$ cat src/rtl/vadd_pkg.sv
// Shared definitions for the sequential vector adder.
// Op encodings, FSM states and saturation-limit helpers.
package vadd_pkg;

    localparam logic OP_ADD = 1'b0;
    localparam logic OP_SUB = 1'b1;

    typedef enum logic {
        IDLE = 1'b0,
        BUSY = 1'b1
    } state_t;

    // Largest signed value of a w-bit lane, zero-extended to 64 bits.
    function automatic logic [63:0] sat_max(input int w);
        return (64'd1 << (w - 1)) - 64'd1;
    endfunction

    // Most-negative signed value of a w-bit lane; the low w bits
    // hold the two's-complement pattern 100..0.
    function automatic logic [63:0] sat_min(input int w);
        return 64'd1 << (w - 1);
    endfunction

endpackage

$ cat src/rtl/vadd_lane.sv
// One signed lane of the vector adder, purely combinational.
// Ports: a, b operands; op 0=add 1=sub; sat saturate; res result; ovf overflow.
module vadd_lane
    import vadd_pkg::*;
#(
    parameter int LANE_W = 16
) (
    input  logic [LANE_W-1:0] a,
    input  logic [LANE_W-1:0] b,
    input  logic              op,
    input  logic              sat,
    output logic [LANE_W-1:0] res,
    output logic              ovf
);

    logic [LANE_W:0] ax;
    logic [LANE_W:0] bx;
    logic [LANE_W:0] r;
    logic            sub;

    always_comb begin
        sub = (op == OP_SUB);
        ax  = {a[LANE_W-1], a};
        bx  = {b[LANE_W-1], b};
        // Invert after sign extension so b = most-negative still
        // yields the correct +2^(W-1) in the extended width.
        if (sub) begin
            bx = ~bx;
        end
        r   = ax + bx + {{LANE_W{1'b0}}, sub};
        ovf = r[LANE_W] ^ r[LANE_W-1];
        res = r[LANE_W-1:0];
        if (sat && ovf) begin
            // r[LANE_W] is the true sign of the unbounded result.
            res = r[LANE_W] ? LANE_W'(sat_min(LANE_W))
                            : LANE_W'(sat_max(LANE_W));
        end
    end

endmodule

$ cat src/rtl/vadd_vec_seq.sv
// Multi-cycle vector add/sub, LANES_PER_CYCLE lanes per clock.
// Ports: clk, rst (sync, active high); start/op/sat/in_a/in_b request;
// sum/lane_ovf/ovf result; busy in progress; done completion pulse.
module vadd_vec_seq
    import vadd_pkg::*;
#(
    parameter int LANES           = 16,
    parameter int LANE_W          = 16,
    parameter int LANES_PER_CYCLE = 4
) (
    input  logic                    clk,
    input  logic                    rst,
    input  logic                    start,
    input  logic                    op,
    input  logic                    sat,
    input  logic [LANES*LANE_W-1:0] in_a,
    input  logic [LANES*LANE_W-1:0] in_b,
    output logic [LANES*LANE_W-1:0] sum,
    output logic [LANES-1:0]        lane_ovf,
    output logic                    ovf,
    output logic                    busy,
    output logic                    done
);

    localparam int CHUNKS = LANES / LANES_PER_CYCLE;
    localparam int CNT_W  = (CHUNKS > 1) ? $clog2(CHUNKS) : 1;
    localparam int VW     = LANES * LANE_W;
    localparam int CW     = LANES_PER_CYCLE * LANE_W;
    localparam logic [CNT_W-1:0] LAST = CNT_W'(CHUNKS - 1);

    if ((LANES % LANES_PER_CYCLE) != 0) begin : g_bad_cfg
        $error("LANES must be a multiple of LANES_PER_CYCLE");
    end

    state_t                 state_q, state_d;
    logic [CNT_W-1:0]       cnt_q, cnt_d;
    logic [VW-1:0]          a_q, a_d;
    logic [VW-1:0]          b_q, b_d;
    logic                   op_q, op_d;
    logic                   sat_q, sat_d;
    logic [VW-1:0]          stg_q, stg_d;
    logic [LANES-1:0]       stgo_q, stgo_d;
    logic [VW-1:0]          sum_q, sum_d;
    logic [LANES-1:0]       lovf_q, lovf_d;
    logic                   done_q, done_d;

    logic [CW-1:0]              ca;
    logic [CW-1:0]              cb;
    logic [CW-1:0]              cres;
    logic [LANES_PER_CYCLE-1:0] covf;
    logic                       accept;

    // Select the operand chunk for the current counter value.
    always_comb begin
        ca = a_q[int'(cnt_q)*CW +: CW];
        cb = b_q[int'(cnt_q)*CW +: CW];
    end

    for (genvar j = 0; j < LANES_PER_CYCLE; j++) begin : g_lane
        vadd_lane #(
            .LANE_W(LANE_W)
        ) u_lane (
            .a  (ca[j*LANE_W +: LANE_W]),
            .b  (cb[j*LANE_W +: LANE_W]),
            .op (op_q),
            .sat(sat_q),
            .res(cres[j*LANE_W +: LANE_W]),
            .ovf(covf[j])
        );
    end

    always_comb begin
        state_d = state_q;
        cnt_d   = cnt_q;
        a_d     = a_q;
        b_d     = b_q;
        op_d    = op_q;
        sat_d   = sat_q;
        stg_d   = stg_q;
        stgo_d  = stgo_q;
        sum_d   = sum_q;
        lovf_d  = lovf_q;
        done_d  = 1'b0;
        accept  = 1'b0;
        unique case (state_q)
            IDLE: begin
                accept = start;
            end
            BUSY: begin
                stg_d[int'(cnt_q)*CW +: CW] = cres;
                stgo_d[int'(cnt_q)*LANES_PER_CYCLE +: LANES_PER_CYCLE] = covf;
                cnt_d = cnt_q + CNT_W'(1);
                if (cnt_q == LAST) begin
                    sum_d   = stg_d;
                    lovf_d  = stgo_d;
                    done_d  = 1'b1;
                    state_d = IDLE;
                    // The completing edge also takes a new request so
                    // back-to-back operations run every CHUNKS cycles.
                    accept  = start;
                end
            end
        endcase
        if (accept) begin
            a_d     = in_a;
            b_d     = in_b;
            op_d    = op;
            sat_d   = sat;
            cnt_d   = '0;
            state_d = BUSY;
        end
    end

    always_ff @(posedge clk) begin
        if (rst) begin
            state_q <= IDLE;
            cnt_q   <= '0;
            a_q     <= '0;
            b_q     <= '0;
            op_q    <= 1'b0;
            sat_q   <= 1'b0;
            stg_q   <= '0;
            stgo_q  <= '0;
            sum_q   <= '0;
            lovf_q  <= '0;
            done_q  <= 1'b0;
        end else begin
            state_q <= state_d;
            cnt_q   <= cnt_d;
            a_q     <= a_d;
            b_q     <= b_d;
            op_q    <= op_d;
            sat_q   <= sat_d;
            stg_q   <= stg_d;
            stgo_q  <= stgo_d;
            sum_q   <= sum_d;
            lovf_q  <= lovf_d;
            done_q  <= done_d;
        end
    end

    assign sum      = sum_q;
    assign lane_ovf = lovf_q;
    assign ovf      = |lovf_q;
    assign busy     = (state_q == BUSY);
    assign done     = done_q;

endmodule

$ cat config.mk
export PLATFORM = sky130hd
export DESIGN_NAME = vadd_vec_seq
export DESIGN_NICKNAME = d
export VERILOG_FILES = /design/src/rtl/vadd_pkg.sv /design/src/rtl/vadd_lane.sv /design/src/rtl/vadd_vec_seq.sv
export SDC_FILE = /design/constraint.sdc
export NUM_CORES = 2
export LEC_CHECK = 0
export BUFFER_PORTS_ARGS = -buffer_cell sky130_fd_sc_hd__clkbuf_2
export CAP_MARGIN = 20
export CORE_ASPECT_RATIO = 1.5
export CORE_MARGIN = 5
export CORE_UTILIZATION = 35
export DETAILED_ROUTE_END_ITERATION = 8
export PLACE_DENSITY_LB_ADDON = 0.3
export SYNTH_ARGS = -nofsm -noshare
export SYNTH_HDL_FRONTEND = slang
export SYNTH_SLANG_ARGS = --single-unit
$ cat constraint.sdc
create_clock -name clk -period 5.8 [get_ports clk]
set_input_delay 0.87 -clock clk [delete_from_list [all_inputs] [get_ports clk]]
set_output_delay 0.87 -clock clk [all_outputs]
set_load 0.02 [all_outputs]
==> metrics.cfg <==
[outcome]
status=finished, final reports clean

[cts]
cts_sinks=1062
clk_pin_slew_ns=0.06
clock_latency_ns=0.73
cts_max_path_buffers=3
cts_inserted_buffers=100
cts_root_buf=clkbuf_16
cts_tree=done
holdBufCountCts=0
cts_setup_buffers=0
cts_max_level=3
cts_resized=0

[setup_path]
cp-end-kind=flop
r2r_end=sum[154]$_SDFFE_PP0P_
crit_path_start_kind=flop
critPathTopFamily=compound AO/OA/AOI/OAI gates
path_cells=buf_4, mux4_2, xnor2_1, ha_1, a21oi_1, a21oi_1, o211ai_2, a311oi_1, nor3_2, o21ai_1, o21ai_1, o21ai_0
r2r_slack_ns=0.40
critPathRequiredTime_ns=6.42
crit_fanout=27
crit_buf_inv=1
cp.depth=12
cp_slowest_stage_delay_ns=0.96
slowest_stage=o21ai_1
crit_type=reg2reg
setup.worst_path.start=cnt_q[0]$_SDFFE_PP0P_
crit_arrival_ns=6.02
reg2regPathDepth=12
r2r-start=cnt_q[0]$_SDFFE_PP0P_
cp-endpoint=sum[154]$_SDFFE_PP0P_

[sta]
final_max_slew_viol_count=0
clock.fmax_mhz=185
setup_viol=0
rsz0062_at_grt=false
fin_crit_sh_pct=93.1
finalSetupTns_ns=0
setup_ws_ns=0.403
finalHoldViolations=0
layout_min_cycle_time_ns=5.40
fin_skew_ns=0.0430
relSlewSlack_pct=20.7
tightest_slew_ns=1.18

[routing]
drt_wl_total_um=177000
vias_per_cell=5.45
num_vias=41900
drt-initial-drc-count=3634
firstDrtPassIters=8
drc_errors=0
routedWlPerCell_um=23.1
ant_nets=0

[finish]
final_common_cell=nand2_1
mostFrequentLayoutCells=nand2_1 (1306), dfxtp_1 (1060), clkbuf_2 (790), a21oi_1 (760), o21ai_0 (396)
design_area_sq_mm=0.0540
drive_above_1_share_pct=20.8
multi_input_area_sq_mm=0.0221
syn_to_final_growth_pct=20.2
layout.nets=6479
nFillCells=12900
ff_latch_area_sq_mm=0.0213

[logic_synthesis]
syn_area_sq_mm=0.0449
syn-num-nets=5889
synth_ff_type=dfxtp_1
synth_cell_type_count=76
yosysTopAreaCell=dfxtp_1
netlist_instances=5302
synth_top_cell_area_share_pct=47.3
synth-edff-count=0
synth_seq_area_share_pct=47.3
yosys-top-cells-area=dfxtp_1 (47%), nand2_1 (11%), a21oi_1 (8.5%), mux4_2 (6.4%), o21ai_0 (4.4%)
synth-async-reset-ratio_pct=0
avgSynthCellArea_sq_um=8.47
yosys_warnings=0
ys_seq_elements=1062

[power]
ir_drop_v=0.000244
powerDensity_mw_per_mm2=316
power_mw=17.1
p_leak_nw=21.0

[floorplanning]
dieHeight_um=449
core_sq_mm=0.128
ios=792
dieArea_sq_mm=0.136
rows=161
fp.dieW_um=302
start_util_pct=35.1

[place]
place_hpwl_um=129000
numPortBuffers=791
dp_slack_ns=0.436
place_area_sq_mm=0.0506
gp_congestion=0.903

[global_route]
antenna_found_initial=14
grtUsageTotal_pct=24.9
grt_pass1_wl_um=259000
grt_start_max_net_pins=216
grt-ovfl-total=0
grt_pass1_vias=40300

[job]
cap_viol_max_count=0

[worst_hold_path]
hp-class=in2reg

[tightest hold or removal path, delay by kind of cell]
kind / cells / cell delay, ns
and+or+nand+nor: 1 / 0.05
buffers and inverters: 1 / 0.08
AOI/OAI and AO/OA: 1 / 0.05
[kinds of logic (layout without fill, tap and decap cells)]
logic type / count (synthesis) / in the layout / share of synthesized area, %
compound gates: 1713 / 1713 / 22.5
xor+xnor: 110 / 110 / 2.15
fa+ha+maj: 70 / 70 / 2.02
buf+inv: 445 / 1114 / 3.77
flops: 1062 / 1062 / 47.3
mux: 137 / 137 / 6.62
other cells: 0 / 7 / 0
simple gates: 1765 / 1765 / 15.6
[final cells by class]
class | count | share of cell area, %
Multi-Input combinational cell | 3795 | 40.9
Sequential cell | 1062 | 39.4
Timing Repair Buffer | 901 | 9.16
Clock buffer | 142 | 5.30
Tap cell | 1711 | 3.96
Clock inverter | 39 | 0.989
Inverter | 32 | 0.227
Antenna cell | 7 | 0.0324
[worst min-delay path by stage]
| stage | slack [ns] | cells after the start | start | end |
|---|---|---|---|---|
| after floorplan | 0.42 | 2 | stg_q[121]$_SDFFE_PP0P_ | stg_q[121]$_SDFFE_PP0P_ |
| after global placement | 0.43 | 2 | stg_q[121]$_SDFFE_PP0P_ | stg_q[121]$_SDFFE_PP0P_ |
| after detailed placement | 0.44 | 2 | stg_q[253]$_SDFFE_PP0P_ | stg_q[253]$_SDFFE_PP0P_ |
| after CTS | 0.31 | 3 | in_a[90] | a_q[90]$_SDFFE_PP0P_ |
| after global routing | 0.34 | 3 | in_a[95] | a_q[95]$_SDFFE_PP0P_ |
| final | 0.37 | 3 | in_a[90] | a_q[90]$_SDFFE_PP0P_ |
[synthesized netlist by cell type, drive strengths merged (11+ instances only)]
cell type and instances:
ha 66, buf 39, nor2b 13, a21oi 765, inv 30, a21o 34
xnor2 94, or2 12, a32o 16, xor2 16, nand2b 14, clkbuf 374
nand3 56, o21a 11, a32oi 32, nor3 51, a211oi 108, and2 12
a22oi 165, and3 11, dfxtp 1062, a21boi 18, o31ai 16, mux4 128
a31oi 21, nand2 1311, a221oi 21, o21ai 416, nor2 252, o211ai 25
[registers in the layout, summed over array words and instances, names as in the netlist]
| name | cells |
|---|---|
| stgo_q | 16 |
| lane_ovf | 16 |
| cnt_q | 2 |
| done | 1 |
| op_q | 1 |
| sum | 256 |
| stg_q | 256 |
| b_q | 256 |
| a_q | 256 |
| sat_q | 1 |
| busy | 1 |
[layer usage]
layer / part of all wire (%) / up-vias / wire (um) / track usage (%)
met3: 7.3 / 353 / 12900 / 4.24
met1: 42 / 20000 / 73700 / 32.5
li1: - / 19800 / - / -
met5: 0.029 / - / 52 / 0
met2: 46 / 1712 / 82100 / 40.4
met4: 4.9 / 10 / 8630 / 11.1
[through the flow]
step | cells | utilization (%) | hold WS [ns]
CTS | 7682 | 42.2 | 0.310
floorplan | 5302 | - | 0.417
finish | 7689 | 42.2 | 0.367
global placement | 7501 | 39.5 | 0.428
global route | 7685 | 42.2 | 0.342
detailed placement | 7501 | 39.5 | 0.440
[power by group]
part	internal, mW	leakage [nW]	total [mW]	switching, mW
Combinational	0.815	10.7	2.53	1.72
Sequential	7.53	8.63	7.68	0.148
Clock	3.79	1.65	6.84	3.05
Power figures use the tool's default switching activity.
